--- src/rtl/branch_resolve_queue.sv ---
// branch_resolve_queue: in-order queue of predicted branches; resolves against EX outcome and trains the predictor.
// Optional macro BRQ_PRED_STATS_EN adds saturating branch/mispredict counters.
module branch_resolve_queue #(
    parameter int DEPTH      = 4,
    parameter int ADDR_WIDTH = 32
) (
    input  logic                  cpu_clk,
    input  logic                  cpu_rst,
    input  logic                  pred_push,
    input  logic [ADDR_WIDTH-1:0] pred_pc,
    input  logic [1:0]            pred_cnt,
    input  logic [ADDR_WIDTH-1:0] pred_target,
    output logic                  queue_full,
    input  logic                  resolve_valid,
    input  logic                  resolve_taken,
    input  logic [ADDR_WIDTH-1:0] resolve_target,
    input  logic                  pipe_flush,
    output logic                  branch_ex,
    output logic                  branch_taken_ex,
    output logic [ADDR_WIDTH-1:0] branch_pc_ex,
    output logic                  mispredict,
    output logic [ADDR_WIDTH-1:0] redirect_pc,
    output logic                  resolve_err
`ifdef BRQ_PRED_STATS_EN
    ,
    output logic [31:0]           stat_branches,
    output logic [31:0]           stat_mispredicts
`endif
);
    localparam int AW = $clog2(DEPTH);
    localparam int CW = AW + 1;

    logic [ADDR_WIDTH-1:0] pc_q [DEPTH];
    logic [ADDR_WIDTH-1:0] pc_d [DEPTH];
    logic [ADDR_WIDTH-1:0] tgt_q [DEPTH];
    logic [ADDR_WIDTH-1:0] tgt_d [DEPTH];
    logic [DEPTH-1:0]      tk_q, tk_d;
    logic [AW-1:0]         wr_q, wr_d, rd_q, rd_d;
    logic [CW-1:0]         cnt_q, cnt_d;
    logic                  branch_ex_q, branch_ex_d, branch_taken_ex_q, branch_taken_ex_d;
    logic                  mispredict_q, mispredict_d, resolve_err_q, resolve_err_d;
    logic [ADDR_WIDTH-1:0] branch_pc_ex_q, branch_pc_ex_d, redirect_pc_q, redirect_pc_d;
    logic                  push_ok, res_ok, mis, clear, unused_cnt;
    logic [ADDR_WIDTH-1:0] h_pc, h_tgt;
    logic                  h_tk;

    assign unused_cnt = pred_cnt[0];
    assign queue_full = cnt_q == CW'(DEPTH);
    assign push_ok    = pred_push && !queue_full;
    assign res_ok     = resolve_valid && cnt_q != '0;
    assign h_pc       = pc_q[rd_q];
    assign h_tgt      = tgt_q[rd_q];
    assign h_tk       = tk_q[rd_q];
    assign mis        = res_ok && (h_tk != resolve_taken || (h_tk && resolve_taken && h_tgt != resolve_target));
    // younger entries behind a mispredict are wrong-path, so it clears like a flush
    assign clear      = mis || pipe_flush;

    always_comb begin
        pc_d  = pc_q;
        tgt_d = tgt_q;
        tk_d  = tk_q;
        wr_d  = wr_q;
        rd_d  = rd_q;
        cnt_d = cnt_q;
        if (clear) begin
            rd_d  = wr_q;
            cnt_d = '0;
        end else begin
            if (push_ok) begin
                pc_d[wr_q]  = pred_pc;
                tgt_d[wr_q] = pred_target;
                tk_d[wr_q]  = pred_cnt[1];
                wr_d        = wr_q + AW'(1);
            end
            rd_d  = rd_q + AW'(res_ok);
            cnt_d = cnt_q + CW'(push_ok) - CW'(res_ok);
        end
        branch_ex_d       = res_ok;
        mispredict_d      = mis;
        branch_taken_ex_d = res_ok ? resolve_taken : branch_taken_ex_q;
        branch_pc_ex_d    = res_ok ? h_pc : branch_pc_ex_q;
        redirect_pc_d     = !res_ok ? redirect_pc_q : resolve_taken ? resolve_target : h_pc + ADDR_WIDTH'(4);
        resolve_err_d     = resolve_err_q || (resolve_valid && cnt_q == '0);
    end

    always_ff @(posedge cpu_clk or posedge cpu_rst) begin
        if (cpu_rst) begin
            pc_q              <= '{default: '0};
            tgt_q             <= '{default: '0};
            tk_q              <= '0;
            wr_q              <= '0;
            rd_q              <= '0;
            cnt_q             <= '0;
            branch_ex_q       <= 1'b0;
            branch_taken_ex_q <= 1'b0;
            branch_pc_ex_q    <= '0;
            mispredict_q      <= 1'b0;
            redirect_pc_q     <= '0;
            resolve_err_q     <= 1'b0;
        end else begin
            pc_q              <= pc_d;
            tgt_q             <= tgt_d;
            tk_q              <= tk_d;
            wr_q              <= wr_d;
            rd_q              <= rd_d;
            cnt_q             <= cnt_d;
            branch_ex_q       <= branch_ex_d;
            branch_taken_ex_q <= branch_taken_ex_d;
            branch_pc_ex_q    <= branch_pc_ex_d;
            mispredict_q      <= mispredict_d;
            redirect_pc_q     <= redirect_pc_d;
            resolve_err_q     <= resolve_err_d;
        end
    end

    assign branch_ex       = branch_ex_q;
    assign branch_taken_ex = branch_taken_ex_q;
    assign branch_pc_ex    = branch_pc_ex_q;
    assign mispredict      = mispredict_q;
    assign redirect_pc     = redirect_pc_q;
    assign resolve_err     = resolve_err_q;

`ifdef BRQ_PRED_STATS_EN
    logic [31:0] stat_br_q, stat_br_d, stat_mis_q, stat_mis_d;

    // counts land on the same edge that raises branch_ex / mispredict
    always_comb begin
        stat_br_d  = stat_br_q + 32'(branch_ex_d && stat_br_q != '1);
        stat_mis_d = stat_mis_q + 32'(mispredict_d && stat_mis_q != '1);
    end

    always_ff @(posedge cpu_clk or posedge cpu_rst) begin
        if (cpu_rst) begin
            stat_br_q  <= '0;
            stat_mis_q <= '0;
        end else begin
            stat_br_q  <= stat_br_d;
            stat_mis_q <= stat_mis_d;
        end
    end

    assign stat_branches    = stat_br_q;
    assign stat_mispredicts = stat_mis_q;
`endif
endmodule
--- config.mk ---
export PLATFORM = sky130hd
export DESIGN_NAME = branch_resolve_queue
export DESIGN_NICKNAME = d
export VERILOG_FILES = /design/src/rtl/branch_resolve_queue.sv
export SDC_FILE = /design/constraint.sdc
export NUM_CORES = 1
export LEC_CHECK = 0
export CORE_UTILIZATION = 44
export DETAILED_ROUTE_END_ITERATION = 12
export GPL_TIMING_DRIVEN = 0
export PLACE_DENSITY = 0.67
export SLEW_MARGIN = 20
export SYNTH_ARGS = -nofsm -noshare
export SYNTH_HDL_FRONTEND = slang
export SYNTH_SLANG_ARGS = --single-unit
--- constraint.sdc ---
create_clock -name cpu_clk -period 15.25 [get_ports cpu_clk]
set_input_delay 3.05 -clock cpu_clk [delete_from_list [all_inputs] [get_ports cpu_clk]]
set_output_delay 3.05 -clock cpu_clk [all_outputs]
set_load 0.1 [all_outputs]
==> flow_summary.toml <==
[sta]
finalSetupViolations = 0
slew_viol_final = 0
tightest_slew_ps = 987
period_minus_slack_ps = 5790
finClkSkew_ps = 13.7
holdWs_ps = 459
hold_violations = 0
rsz0062_at_grt = "no"
fmax_mhz = 173
max_slew_margin_pct = 34.0
fin_crit_sh_pct = 38.0

[critical_path]
worstSetupPathType = "input pin to register"
cp.arrival_ps = 6190
worstRegToRegCells = 15
start_kind = "input pin"
slowest_stage = "clkbuf_1"
r2r_start = "rd_q[0]$_DFF_PP0_"
path_cells = "clkdlybuf4s50_1, nand2b_1, inv_1, clkbuf_1, clkbuf_1, ha_1, inv_1, ha_1, fa_1, xnor2_1, xnor2_1, nor3_1"
max_stage_delay_ps = 690
rrSetupSlack_ps = 10400
worstPathRequired_ps = 15640
path_max_fanout = 12
end_kind = "register"
r2r-end = "tgt_q[69]$_DFFE_PP0P_"

[drt]
vias_per_cell = 5.55
dr_total_vias = 10100
postRouteAntennaNets = 0
drt_iter0_drc = 812
wl_um = 42800
drt-pass1-iter-count = 5
post_drt_wl_per_cell_um = 23.6
drc_errors = 0

[placed_design]
gp_congestion = 0.854
dpl.hpwl_um = 30500
portBuffers = 171

[status]
outcome = "complete, no violations"

[power]
leakage_nw = 8.05
p_per_area_nw_per_um2 = 252
sequentialPowerShare_pct = 32.8
peakVddDrop_mv = 0.230
power.total_mw = 4.78
p_switching_mw = 2.05
intPower_mw = 2.73
p_clk_share_pct = 17.1
p_sw_share_pct = 42.8
power_frac_comb_pct = 50.1

[hold_path]
holdCritStartpoint = "resolve_err$_DFF_PP0_"
hold_depth = 1
hp-class = "register to register"
min_to = "resolve_err$_DFF_PP0_"

[clock_tree]
ctsResizeCount = 0
clkTransAtPathRegs_ps = 60
cts_buffers = 37
cts_tree = "done"
hold_buffers = 0
cts_root_buf = "clkbuf_16"
htreeDepth = 2
clkLatencyLatePin_ps = 520
cts_sinks = 335
clockBufferDepth = 3
post-cts-setup-buffers = 0

[cells_and_area]
final_common_cell = "dfrtp_1"
drive_gt1_share_pct = 20.5
area_growth_syn_to_layout_pct = 22.2
diodes = 0
layout.nets = 1454
layout_common_cells = "dfrtp_1, clkdlybuf4s50_1, mux2_1"

[synth]
yosysSeqAreaShare_pct = 54.0
ys_types = 43
synth-seq-cells = 335
postSynth.asyncResetShare_pct = 100
avgSynthCellArea_um2 = 13.8
ys.flop_type = "dfrtp_1"
ys_warn_count = 0
synth.top_cell.area_share_pct = 54.0
synth_edf_count = 0
synth_area_leader_cell = "dfrtp_1"
synth_area_leaders = "dfrtp_1, mux2_1, mux4_2, mux2_2, nand2_1"
synth_nets = 1241
syn-cell-area_um2 = 15500
syn_inst = 1127

[die]
dieArea_um2 = 36100
num_rows = 68
die_x_um = 190
ios = 173
core_um2 = 34600
start_util_pct = 44.9
die_h_um = 190

[global_route]
antenna_found_initial = 1
grt_pass1_wl_um = 65100
grt_max_degree = 106
grt_pass1_vias = 10400
overflow = 0
grt_use_total_pct = 24.4

[run]
drv_cap = 0
-- metrics by stage --
stage	utilization [%]	setup WS (ps)	cells	setup TNS [ps]	area, µm²
floorplan	-	2920	1127	0	15500
global placement	51.4	-1310	1753	-423350	17800
detailed placement	51.7	8980	1756	0	17900
CTS	54.8	9500	1813	0	19000
global route	54.8	9220	1813	0	19000
finish	54.8	9460	1813	0	19000
-- state kept, by name, indices dropped and copies added (netlist names) --
register	flops
rd_q	2
pc_q	128
wr_q	2
cnt_q	3
tgt_q	128
tk_q	4
branch_ex	1
branch_pc_ex	32
branch_taken_ex	1
mispredict	1
resolve_err	1
redirect_pc	32
-- synth_stat cells, types with 4 or more instances --
master and n:
clkbuf_1 20, xor2_1 11, ha_1 9, xnor2_1 50
and2_1 4, mux2_1 142, inv_1 23, nor2_1 28
dfrtp_1 335, o22ai_1 12, nand2b_1 6, buf_8 13
buf_2 10, nand4_1 18, a21oi_1 13, mux2_2 109
buf_6 13, nand3_1 13, buf_4 8, nand2_1 131
mux4_2 63, nor3_2 4, mux2i_1 9, o21ai_0 52
and4_1 4
-- worst max path at each step --
| stage | from | endpoint | slack [ps] |
|---|---|---|---|
| after floorplan | cpu_rst | branch_ex$_DFF_PP0_ | 2920 |
| after global placement | cpu_rst | tgt_q[65]$_DFFE_PP0P_ | -1310 |
| after detailed placement | resolve_valid | cnt_q[2]$_DFF_PP0_ | 8980 |
| after CTS | resolve_valid | cnt_q[2]$_DFF_PP0_ | 9500 |
| after global routing | resolve_valid | cnt_q[2]$_DFF_PP0_ | 9220 |
| final | resolve_valid | cnt_q[2]$_DFF_PP0_ | 9460 |
-- worst max-delay path, delay by kind of cell --
kind | cells | cell delay [ps]
xor+xnor | 2 | 320
fa+ha+maj | 3 | 810
buf+inv | 5 | 1790
simple gates | 2 | 210
-- routing by layer --
layer	part of all wire [%]	GRT usage, %	up-vias
li1	-	-	4440
met1	45	35.1	5237
met2	46	38.1	329
met3	6.1	4.13	63
met4	2.8	7.35	0
met5	0	0	-
-- layout make-up --
type | count | area (µm²)
buffer | 65 | 531
clock buffer | 54 | 1060
clock inverter | 3 | 15.0
fill | 2887 | 15700
inverter | 24 | 97.6
multi-input combinational | 703 | 6530
sequential | 335 | 8380
tap | 455 | 569
timing repair buffer | 174 | 1790
-- cells by family after synthesis --
kind of cell    count (synthesis)  synth area share (%)
flops                         335                  54.0
mux                           324                  28.1
simple gates                  224                  6.74
buf+inv                        89                  4.00
compound gates                 84                  2.92
xor+xnor                       61                  3.44
fa+ha+maj                      10                 0.854
-- power groups by stage --
stage          registers (mW)  clock network (mW)  logic (mW)
2_1_floorplan            2.06                   0        1.22
3_3_place_gp             1.56                   0        2.35
3_5_place_dp             1.57                   0        2.39
4_1_cts                  1.56               0.834        2.40
5_1_grt                  1.62               0.867        2.53
6_report                 1.57               0.819        2.39
No activity file was read; power rests on OpenSTA's default activity.
